**config.mk**
```make
export PLATFORM = sky130hd
export DESIGN_NAME = leg_length_root
export DESIGN_NICKNAME = d
export VERILOG_FILES = /design/src/rtl/leg_length_root.sv
export SDC_FILE = /design/constraint.sdc
export NUM_CORES = 1
export LEC_CHECK = 0
export BUFFER_PORTS_ARGS = -buffer_cell sky130_fd_sc_hd__buf_2
export CAP_MARGIN = 20
export CELL_PAD_IN_SITES_DETAIL_PLACEMENT = 0
export CELL_PAD_IN_SITES_GLOBAL_PLACEMENT = 2
export CORE_UTILIZATION = 35
export CTS_CLUSTER_SIZE = 14
export DETAILED_ROUTE_END_ITERATION = 8
export PLACE_DENSITY = 0.75
export SLEW_MARGIN = 40
export SYNTH_ARGS = -nofsm -noshare
export SYNTH_HDL_FRONTEND = slang
export SYNTH_SLANG_ARGS = --single-unit
```
**constraint.sdc**
```tcl
create_clock -name clock -period 12.9 [get_ports clock]
set_input_delay 1.29 -clock clock [delete_from_list [all_inputs] [get_ports clock]]
set_output_delay 1.29 -clock clock [all_outputs]
set_load 0.005 [all_outputs]
```
**src/rtl/leg_length_root.sv**
```systemverilog
// leg_length_root: Euclidean length floor(sqrt(x^2+y^2+z^2)) of a packed signed 3-vector.
// One shared 17x17 signed multiplier squares a component per cycle. A restoring
// bit-pair square root then produces one result bit per cycle.
// Optional feature macro: LEG_CLAMP_EN clamps leg_length to [LEG_MIN, LEG_MAX]
// and flags out_of_range. Without it the raw root is reported.
module leg_length_root #(
  parameter logic [16:0] LEG_MIN = 17'd0,
  parameter logic [16:0] LEG_MAX = 17'd131071
) (
  input  logic        clock,
  input  logic        resetn,
  input  logic        start,
  input  logic [50:0] leg_vector,
  output logic        busy,
  output logic        done,
  output logic [16:0] leg_length,
  output logic [33:0] sq_sum,
  output logic        out_of_range
);

  localparam logic [1:0] IDLE = 2'd0;
  localparam logic [1:0] SQ   = 2'd1;
  localparam logic [1:0] ROOT = 2'd2;
  localparam logic [1:0] FIN  = 2'd3;

  logic [1:0]  state_q, state_d;
  logic [50:0] vec_q, vec_d;
  logic [33:0] acc_q, acc_d;
  logic [33:0] rad_q, rad_d;
  logic [18:0] rem_q, rem_d;
  logic [16:0] root_q, root_d;
  logic [4:0]  cnt_q, cnt_d;
  logic        busy_q, busy_d;
  logic        done_q, done_d;
  logic [16:0] len_q, len_d;
  logic [33:0] sum_q, sum_d;
  logic        oor_q, oor_d;

  logic signed [16:0] comp;
  logic signed [33:0] comp_ext;
  logic signed [33:0] prod;
  logic [33:0]        acc_next;
  logic [18:0]        rem_t;
  logic [18:0]        trial;
  logic               take;
  logic [16:0]        len_fin;
  logic               oor_fin;

  // Shared datapath: component square and one restoring root step.
  always_comb begin
    comp     = cnt_q == 5'd0 ? vec_q[16:0] : cnt_q == 5'd1 ? vec_q[33:17] : vec_q[50:34];
    comp_ext = {{17{comp[16]}}, comp};
    prod     = comp_ext * comp_ext;
    acc_next = acc_q + {1'b0, prod[32:0]};
    rem_t    = {rem_q[16:0], rad_q[33:32]};
    trial    = {root_q, 2'b01};
    take     = rem_t >= trial;
  end

`ifdef LEG_CLAMP_EN
  // Clamp the finished root into the configured window.
  always_comb begin
    len_fin = root_q < LEG_MIN ? LEG_MIN : root_q > LEG_MAX ? LEG_MAX : root_q;
    oor_fin = (root_q < LEG_MIN) || (root_q > LEG_MAX);
  end
`else
  logic unused_params;
  assign unused_params = ^{LEG_MIN, LEG_MAX};
  // Raw root passes straight through; nothing is ever out of range.
  always_comb begin
    len_fin = root_q;
    oor_fin = 1'b0;
  end
`endif

  // Next-state and register updates for the IDLE/SQ/ROOT/FIN sequence.
  always_comb begin
    state_d = state_q;
    vec_d   = vec_q;
    acc_d   = acc_q;
    rad_d   = rad_q;
    rem_d   = rem_q;
    root_d  = root_q;
    cnt_d   = cnt_q;
    len_d   = len_q;
    sum_d   = sum_q;
    oor_d   = oor_q;
    case (state_q)
      IDLE: begin
        if (start) begin
          vec_d   = leg_vector;
          acc_d   = '0;
          cnt_d   = '0;
          state_d = SQ;
        end
      end
      SQ: begin
        acc_d = acc_next;
        cnt_d = cnt_q + 5'd1;
        if (cnt_q == 5'd2) begin
          rad_d   = acc_next;
          rem_d   = '0;
          root_d  = '0;
          cnt_d   = '0;
          state_d = ROOT;
        end
      end
      ROOT: begin
        rem_d  = take ? rem_t - trial : rem_t;
        root_d = {root_q[15:0], take};
        rad_d  = {rad_q[31:0], 2'b00};
        cnt_d  = cnt_q + 5'd1;
        if (cnt_q == 5'd16) state_d = FIN;
      end
      default: begin
        len_d   = len_fin;
        sum_d   = acc_q;
        oor_d   = oor_fin;
        state_d = IDLE;
      end
    endcase
    done_d = state_q == FIN;
    busy_d = (state_d != IDLE) || done_d;
  end

  // State and output registers with asynchronous active-low reset.
  always_ff @(posedge clock or negedge resetn) begin
    if (!resetn) begin
      state_q <= IDLE;
      vec_q   <= '0;
      acc_q   <= '0;
      rad_q   <= '0;
      rem_q   <= '0;
      root_q  <= '0;
      cnt_q   <= '0;
      busy_q  <= 1'b0;
      done_q  <= 1'b0;
      len_q   <= '0;
      sum_q   <= '0;
      oor_q   <= 1'b0;
    end else begin
      state_q <= state_d;
      vec_q   <= vec_d;
      acc_q   <= acc_d;
      rad_q   <= rad_d;
      rem_q   <= rem_d;
      root_q  <= root_d;
      cnt_q   <= cnt_d;
      busy_q  <= busy_d;
      done_q  <= done_d;
      len_q   <= len_d;
      sum_q   <= sum_d;
      oor_q   <= oor_d;
    end
  end

  assign busy         = busy_q;
  assign done         = done_q;
  assign leg_length   = len_q;
  assign sq_sum       = sum_q;
  assign out_of_range = oor_q;

endmodule
```
==> impl_metrics.py, run 1 <==
metrics = {
    "die": {
        "initial_utilization_pct": 35.6,
        "rows": 88,
        "chipWidth_um": 245,
        "core_area_um2": 57900,
        "num_io_pins": 108,
        "die_h_um": 245,
        "dieArea_um2": 59900,
    },
    "synthesis": {
        "ys_seq_area_share_pct": 25.8,
        "yosys.area.top_type": "dfrtp_1",
        "syn_nets": 2559,
        "avgSynthCellArea_um2": 9.84,
        "synth.area.top_cells": "dfrtp_1 26%, fa_1 26%, ha_1 8.8%",
        "synth_cells": 2097,
        "async_flop_share_pct": 100,
        "ys_warn_count": 0,
        "synth_cell_types": 81,
        "synthesis.area_um2": 20600,
        "yosysTopAreaCellShare_pct": 25.8,
        "ys.flop_type": "dfrtp_1",
        "synth_seq_cells": 213,
        "synth_edf_count": 0,
    },
    "critical_path": {
        "cpMostUsedCell": "fa_1",
        "cp-start-kind": "flip-flop",
        "cp-startpoint": "cnt_q[3]$_DFFE_PN0P_",
        "critPathSlowestCell": "and2_2",
        "crit_type": "flip-flop to flip-flop",
        "arrival_ns": 10.71,
        "timing.rr.start": "cnt_q[3]$_DFFE_PN0P_",
        "critPathMaxStageDelay_ns": 0.54,
        "path_max_fanout": 15,
        "cp.required_ns": 13.36,
        "end_kind": "flip-flop",
    },
    "hold_path": {
        "min_from": "rad_q[3]$_DFFE_PN0P_",
        "hold_path.class": "flip-flop to flip-flop",
    },
    "routing": {
        "drt_iter0_drc": 555,
        "avgViaCountPerCell": 4.91,
        "drcViolationCount": 0,
        "ant_nets": 0,
        "drt_pass1_iterations": 5,
        "wl_per_cell_um": 17.9,
        "vias": 14600,
        "routed_wl_um": 53000,
    },
    "clocking": {
        "clk_latency_ns": 0.58,
        "post_cts_buffers": 0,
        "cts_root_buf": "clkbuf_16",
        "cts_buffers": 26,
        "cts.repair.resized": 0,
        "htreeDepth": 1,
        "cts_tree": "yes",
        "cts.clk_slew.worst_paths_ns": 0.06,
        "cts_buffer_depth": 3,
        "ctsHoldBuffers": 0,
        "cts_sinks": 213,
    },
    "global_route": {
        "grt_first_pass_wirelength_um": 88500,
        "first_global_vias": 15900,
        "grt_max_degree": 129,
        "use_met3_pct": 2.33,
        "grt_overflow_total": 0,
        "top_usage_layer": "met2",
        "grt_usage_pct": 18.6,
        "use_met1_pct": 25.8,
        "grtUsageMet2_pct": 31.1,
        "antenna_found_initial": 0,
    },
    "finish": {
        "fin_util_pct": 39.6,
        "area_growth_pct": 11.1,
        "final_cell_mix": "368 x inv_1, 263 x fa_1, 213 x dfrtp_1",
        "insertedDiodeCount": 0,
        "drive_gt1_share_pct": 14.1,
        "layout_commonest_cell": "inv_1",
        "fillers": 5849,
        "stdcell_area_um2": 22900,
        "nets": 2644,
    },
    "timing": {
        "tightest_slew_ns": 0.757,
        "relSlewSlack_pct": 49.5,
        "rsz0062_at_grt": "false",
        "skew_ns": 0.0378,
        "timing.fmax_mhz": 97.6,
        "maxSlewViolCount": 0,
        "fin_setup_tns_ns": 0,
        "setup_viol": 0,
        "hold_viol": 0,
        "finalCriticalPeriod_ns": 10.25,
        "period_share_pct": 79.4,
    },
    "placement": {
        "dp_hpwl_um": 42100,
        "port_buffers": 106,
        "placed_cell_area_um2": 22000,
        "gp_congestion": 0.829,
    },
    "status": {
        "status": "completed",
    },
    "flow_run": {
        "drv_cap": 0,
    },
}
-- through the flow --
stage               worst slack (ns)  hold slack, ns  cells
global route                    1.93           0.515   2964
detailed placement              2.59           0.469   2919
finish                          2.65           0.479   2964
floorplan                       3.89           0.442   2097
global placement                2.40           0.466   2919
CTS                             2.56           0.483   2964
-- cells in the mapped netlist (27+ instances only) --
| library cell | instances |
|---|---|
| nand2_1 | 208 |
| mux2i_1 | 27 |
| a21oi_1 | 80 |
| inv_1 | 368 |
| ha_1 | 145 |
| o21a_1 | 30 |
| nor2_1 | 131 |
| a21o_1 | 28 |
| nand3_1 | 28 |
| fa_1 | 263 |
| xnor2_1 | 54 |
| clkbuf_1 | 53 |
| xor2_1 | 31 |
| dfrtp_1 | 213 |
| o21ai_0 | 83 |
| mux2_2 | 102 |
-- final cells by class --
cell class | instances | area [µm²] | area share, %
repair buffers | 128 | 718 | 3.13
inverters | 374 | 1400 | 6.12
well taps | 765 | 957 | 4.17
multi-input cells | 1439 | 13600 | 59.5
clock buffers | 33 | 717 | 3.13
flip-flops and latches | 213 | 5330 | 23.2
clock inverters | 12 | 168 | 0.731
-- per-layer routing --
layer | routed length (µm) | up-vias
met5 | 0 | -
met4 | 1060 | 0
met3 | 1890 | 56
met2 | 25200 | 225
met1 | 24800 | 7323
li1 | - | 6959
-- registers in the layout (all words and copies together) (netlist names) --
name / flops
busy: 1
rem_q: 17
cnt_q: 5
done: 1
acc_q: 34
leg_length: 17
state_q: 2
len_fin: 17
rad_q: 34
sq_sum: 34
vec_q: 51
-- path summary, 6_finish.rpt --
kind / endpoint / slack (ns) / depth (start not counted)
setup / recovery: rad_q[30]$_DFFE_PN0P_ / 2.65 / 37
hold reg to reg: rad_q[3]$_DFFE_PN0P_ / 0.48 / 2
setup reg to reg: rad_q[30]$_DFFE_PN0P_ / 2.65 / 37
hold / removal: rad_q[3]$_DFFE_PN0P_ / 0.48 / 2
min in group asynchronous: vec_q[48]$_DFFE_PN0P_ / 0.73 / 1
max in group asynchronous: acc_q[20]$_DFFE_PN0P_ / 10.97 / 2
-- worst max-delay path: cells and delay by family (launching register included) --
kind                       cells  cell delay (ns)
adders and majority gates      8             3.71
AOI/OAI and AO/OA             12             2.56
and+or+nand+nor                9             2.31
buffers and inverters          6             0.78
DFF                            1             0.41
muxes                          1             0.24
xor gates and xnor gates       1             0.14
-- kinds of logic (layout without fill, tap and decap cells) --
family	count (synthesis)	in the layout	synth area share (%)
mux	129	129	6.88
compound gates	360	360	11.5
flops	213	213	25.8
simple gates	456	456	9.58
fa+ha+maj	408	408	34.3
xor+xnor	85	85	3.61
buf+inv	445	547	8.23
other cells	1	1	0.0182
Power of run 1 is left out: the tool's default activity adds up to more than one toggle a clock period on the data nets, which glitch-free logic cannot reach.
==> run 2, diff against run 1 <==
--- a/config.mk
+++ b/config.mk
@@ -12,7 +12,7 @@
 export CORE_UTILIZATION = 35
 export CTS_CLUSTER_SIZE = 14
 export DETAILED_ROUTE_END_ITERATION = 8
-export PLACE_DENSITY = 0.75
+export PLACE_DENSITY = 0.78
 export SLEW_MARGIN = 40
 export SYNTH_ARGS = -nofsm -noshare
 export SYNTH_HDL_FRONTEND = slang
==> constraint.sdc (replaced) <==
create_clock -name clock -period 9.2 [get_ports clock]
set_input_delay 0.92 -clock clock [delete_from_list [all_inputs] [get_ports clock]]
set_output_delay 0.92 -clock clock [all_outputs]
set_load 0.005 [all_outputs]
==> run 2 against run 1 <==
  * Utilization increased by 1.4 points
  * Die area did not move
  * Sequential share of layout area decreased by 0.77 points
  * Setup slack got worse by 2.2 ns
  * First-iteration DRC count increased by 31%
  * Clock skew decreased by 0.015 ns
  * Highest routed layer is now met5
==> impl_metrics.py, run 2 (synthesis results as in run 1) <==
metrics = {
    "critical_path": {
        "reg2reg_slack_ns": 0.45,
        "critPathTopFamily": "adder cells",
        "cpMostUsedCell": "fa_1",
        "r2r_cells": 34,
        "cp.required_ns": 9.63,
        "critPathSlowestCell": "fa_1",
        "reg2reg_to": "rad_q[33]$_DFFE_PN0P_",
        "cp_num_buf_inv": 6,
        "arrival_ns": 9.18,
        "critPathMaxStageDelay_ns": 0.57,
        "cp-startpoint": "cnt_q[0]$_DFFE_PN0P_",
        "cp-start-kind": "flip-flop",
        "path_max_fanout": 8,
        "end_kind": "flip-flop",
        "crit_type": "flip-flop to flip-flop",
        "timing.rr.start": "cnt_q[0]$_DFFE_PN0P_",
    },
    "die": {
        "num_io_pins": 108,
        "rows": 88,
        "die_h_um": 245,
        "initial_utilization_pct": 35.6,
        "dieArea_um2": 59900,
        "chipWidth_um": 245,
        "core_area_um2": 57900,
    },
    "finish": {
        "fillers": 5750,
        "top_register": "vec_q",
        "largest_reg_flops": 51,
        "fin_util_pct": 41.0,
        "area_growth_pct": 15.0,
        "final_cell_mix": "366 x inv_1, 262 x fa_1, 212 x dfrtp_1",
        "layout_commonest_cell": "inv_1",
        "nets": 2701,
        "drive_gt1_share_pct": 18.5,
    },
    "routing": {
        "drt_pass1_iterations": 5,
        "drt_iter0_drc": 726,
        "avgViaCountPerCell": 4.87,
        "vias": 14700,
        "ant_nets": 0,
        "routed_wl_um": 52300,
        "drcViolationCount": 0,
        "wl_per_cell_um": 17.3,
    },
    "clocking": {
        "cts_buffers": 26,
        "cts_tree": "yes",
        "cts_buffer_depth": 3,
        "clk_latency_ns": 0.57,
        "cts_root_buf": "clkbuf_16",
        "cts_sinks": 213,
        "htreeDepth": 1,
        "cts.clk_slew.worst_paths_ns": 0.06,
        "ctsHoldBuffers": 0,
    },
    "global_route": {
        "antenna_found_initial": 1,
        "grt_max_degree": 97,
        "grt_overflow_total": 0,
        "grt_first_pass_wirelength_um": 86500,
        "grt_usage_pct": 18.2,
        "first_global_vias": 16000,
    },
    "timing": {
        "skew_ns": 0.0226,
        "maxSlewViolCount": 0,
        "timing.fmax_mhz": 114,
        "setup_viol": 0,
        "hold_viol": 0,
        "tightest_slew_ns": 0.831,
        "relSlewSlack_pct": 44.6,
        "period_share_pct": 95.1,
        "whs_ns": 0.373,
        "finalCriticalPeriod_ns": 8.75,
    },
    "flow_run": {
        "drv_cap": 0,
    },
    "status": {
        "status": "completed",
    },
    "hold_path": {
        "hold_path.class": "input port to asynchronous set/reset pin",
    },
    "placement": {
        "port_buffers": 106,
        "gp_congestion": 0.887,
        "dp_hpwl_um": 41800,
    },
}
==> run 2: changes by cell type in the layout (fill, tap and decap cells not counted), sizes merged <==
cell      change
buf          +55
bufinv        +1
clkinv        -2
clkinvlp      +4
diode         +1
inv           +1
==> run 2: area by class of cell <==
| type | instances | area, µm² | share of cell area, % |
|---|---|---|---|
| diodes | 1 | 2.50 | 0.0105 |
| clock buffers | 31 | 719 | 3.03 |
| clock inverters | 16 | 225 | 0.949 |
| inverters | 374 | 1400 | 5.92 |
| multi-input cells | 1439 | 13900 | 58.4 |
| flip-flops and latches | 213 | 5330 | 22.5 |
| well taps | 765 | 957 | 4.04 |
| repair buffers | 185 | 1220 | 5.15 |
==> run 2: layer usage <==
metal / global-route usage, % / share of wire, % / up-vias
met2: 30.9 / 49 / 238
met5: 0 / 0.025 / -
li1: - / - / 7068
met1: 24.3 / 45 / 7361
met4: 4.91 / 2.6 / 2
met3: 2.11 / 3.3 / 72
==> run 2: timing repair <==
item	4_1_cts	5_1_grt
buffers inserted	0	10
gates resized for setup	0	63
setup endpoints to repair	0	24
==> run 2: metrics by stage <==
step,setup WS [ns],cell area [µm²],TNS [ns],instances
floorplan,0.188,20600,0,2097
global placement,0.182,22400,0,2964
detailed placement,0.0961,22400,0,2964
CTS,0.0670,23300,0,3011
global route,-0.00419,23700,-0.00419,3023
finish,0.454,23700,0,3024
==> run 2: worst max-delay path by stage <==
| stage | to | slack (ns) | depth (start not counted) |
|---|---|---|---|
| after detailed placement | rad_q[30]$_DFFE_PN0P_ | 0.1 | 38 |
| after global routing | rad_q[33]$_DFFE_PN0P_ | -0.004 | 39 |
| after floorplan | rad_q[30]$_DFFE_PN0P_ | 0.19 | 40 |
| after CTS | rad_q[30]$_DFFE_PN0P_ | 0.07 | 38 |
| after global placement | rad_q[30]$_DFFE_PN0P_ | 0.18 | 38 |
| final | rad_q[33]$_DFFE_PN0P_ | 0.45 | 34 |
==> run 2: worst reg2reg max path: cells and delay by family (launching register included) <==
| family | cells | cell delay, ns |
|---|---|---|
| compound gates | 10 | 2.10 |
| simple gates | 6 | 0.77 |
| mux | 2 | 0.37 |
| xor+xnor | 1 | 0.18 |
| flops | 1 | 0.44 |
| buf+inv | 6 | 0.62 |
| fa+ha+maj | 9 | 4.15 |
Power of run 2 is left out for the same reason.
==> run 3, diff against run 2 <==
--- a/config.mk
+++ b/config.mk
@@ -6,13 +6,13 @@
 export NUM_CORES = 1
 export LEC_CHECK = 0
 export BUFFER_PORTS_ARGS = -buffer_cell sky130_fd_sc_hd__buf_2
-export CAP_MARGIN = 20
 export CELL_PAD_IN_SITES_DETAIL_PLACEMENT = 0
 export CELL_PAD_IN_SITES_GLOBAL_PLACEMENT = 2
 export CORE_UTILIZATION = 35
 export CTS_CLUSTER_SIZE = 14
 export DETAILED_ROUTE_END_ITERATION = 8
 export PLACE_DENSITY = 0.78
+export SKIP_CTS_REPAIR_TIMING = 1
 export SLEW_MARGIN = 40
 export SYNTH_ARGS = -nofsm -noshare
 export SYNTH_HDL_FRONTEND = slang
==> constraint.sdc (replaced) <==
create_clock -name clock -period 7.56 [get_ports clock]
set_input_delay 0.756 -clock clock [delete_from_list [all_inputs] [get_ports clock]]
set_output_delay 0.756 -clock clock [all_outputs]
set_load 0.005 [all_outputs]
==> run 3 against run 2 <==
  * The run now ends with setup timing left
  * Utilization rose by 5.0 points
  * Register-to-register slack got worse by 1.5 ns
  * Clock-buffer cell count rose by 7
  * First-iteration DRC count fell by 1.1%
  * Sequential share of layout area fell by 2.4 points
  * Critical endpoint is now rad_q[32]$_DFFE_PN0P_
==> impl_metrics.py, run 3 (synthesis results as in run 1) <==
metrics = {
    "status": {
        "status": "complete, but fails checks",
        "violations": "setup timing",
    },
    "clocking": {
        "cts_buffer_depth": 3,
        "cts_sinks": 213,
        "cts_root_buf": "clkbuf_16",
        "htreeDepth": 1,
        "cts.clk_slew.worst_paths_ns": 0.06,
        "cts_buffers": 26,
        "cts_tree": "yes",
        "clk_latency_ns": 0.57,
    },
    "critical_path": {
        "crit_type": "flip-flop to flip-flop",
        "critPathMaxStageDelay_ns": 0.55,
        "end_kind": "flip-flop",
        "cp.required_ns": 7.99,
        "arrival_ns": 8.98,
        "path_max_fanout": 5,
        "critPathSlowestCell": "fa_1",
        "cpMostUsedCell": "fa_1",
        "cp-start-kind": "flip-flop",
        "r2r_cells": 38,
    },
    "placement": {
        "placed_cell_area_um2": 24600,
        "gp_congestion": 0.895,
        "port_buffers": 106,
        "dp_hpwl_um": 44000,
    },
    "die": {
        "num_io_pins": 108,
        "dieArea_um2": 59900,
        "initial_utilization_pct": 35.6,
        "die_h_um": 245,
        "core_area_um2": 57900,
        "rows": 88,
        "chipWidth_um": 245,
    },
    "finish": {
        "seq_area_um2": 5330,
        "insertedDiodeCount": 0,
        "multi_input_area_um2": 14500,
        "largest_reg_flops": 51,
        "nets": 2992,
        "fillers": 5525,
        "stdcell_area_um2": 26600,
        "layout_commonest_cell": "buf_4",
        "top_register": "vec_q",
        "area_growth_pct": 29.0,
        "final_cell_mix": "347 x buf_4, 343 x inv_1, 255 x fa_1",
        "drive_gt1_share_pct": 31.8,
    },
    "global_route": {
        "grt_overflow_total": 0,
        "grt_usage_pct": 18.9,
        "grt_max_degree": 88,
        "first_global_vias": 17200,
        "antenna_found_initial": 0,
        "grt_first_pass_wirelength_um": 91200,
    },
    "timing": {
        "worst_slack_ns": -0.997,
        "rsz0062_at_grt": "true",
        "finalCriticalPeriod_ns": 8.56,
        "relSlewSlack_pct": 52.7,
        "fin_setup_tns_ns": -23.76,
        "tightest_slew_ns": 0.704,
        "hold_viol": 0,
        "whs_ns": 0.103,
        "skew_ns": 0.0173,
        "period_share_pct": 113,
        "setup_viol": 34,
        "maxSlewViolCount": 0,
        "timing.fmax_mhz": 117,
    },
    "routing": {
        "avgViaCountPerCell": 4.77,
        "drcViolationCount": 0,
        "drt_iter0_drc": 718,
        "routed_wl_um": 54800,
        "vias": 15800,
        "wl_per_cell_um": 16.5,
        "ant_nets": 0,
        "drt_pass1_iterations": 5,
    },
    "flow_run": {
        "drv_cap": 0,
    },
    "hold_path": {
        "hold_path.class": "input port to asynchronous set/reset pin",
    },
}
==> run 3: cell types whose count changed in the layout (fill, tap and decap cells not counted), moves of 13 or more <==
cell | before | now
nand2_2 | 6 | 19
buf_4 | 70 | 347
inv_2 | 3 | 22
nand2_1 | 202 | 186
inv_1 | 366 | 343
o21ai_0 | 79 | 60
o21ai_1 | 21 | 35
==> run 3: layout make-up <==
class | instances | area share, %
clock buffer | 38 | 2.99
clock inverter | 8 | 0.475
inverter | 374 | 5.36
multi-input combinational | 1439 | 54.3
sequential | 213 | 20.0
tap | 765 | 3.60
timing repair buffer | 476 | 13.2
==> run 3: worst max-delay path: cells and delay by family, from the launching register on <==
family | cells | cell delay [ns]
buf+inv | 7 | 0.66
mux | 2 | 0.48
flops | 1 | 0.38
compound gates | 13 | 2.24
simple gates | 7 | 1.23
xor+xnor | 1 | 0.13
fa+ha+maj | 8 | 3.29
==> run 3: per-layer routing <==
layer	routed length [µm]	track usage [%]	part of all wire [%]	up-vias
li1	-	-	-	7653
met1	25000	25.5	46	7874
met2	27200	32.7	50	204
met3	1410	2.07	2.6	64
met4	1140	3.99	2.1	0
met5	0	0	0	-
==> run 3: worst paths after layout <==
path	endpoint	slack [ns]	start
setup / recovery	rad_q[32]$_DFFE_PN0P_	-1.0	cnt_q[3]$_DFFE_PN0P_
hold / removal	sq_sum[32]$_DFFE_PN0N_	0.10	resetn
setup reg to reg	rad_q[32]$_DFFE_PN0P_	-1.0	cnt_q[3]$_DFFE_PN0P_
hold reg to reg	rad_q[11]$_DFFE_PN0P_	0.48	rad_q[11]$_DFFE_PN0P_
max in group asynchronous	vec_q[27]$_DFFE_PN0P_	6.16	resetn
min in group clock	vec_q[49]$_DFFE_PN0P_	0.42	leg_vector[49]
==> run 3: through the flow <==
step,worst slack (ns),util (%),cells
6_report,-0.997,45.9,3313
5_1_grt,-1.45,45.9,3313
4_1_cts,-1.32,44.0,3275
3_5_place_dp,-1.28,42.4,3229
3_3_place_gp,-1.14,42.4,3228
2_1_floorplan,-0.880,-,2097
Power of run 3 is left out for the same reason.
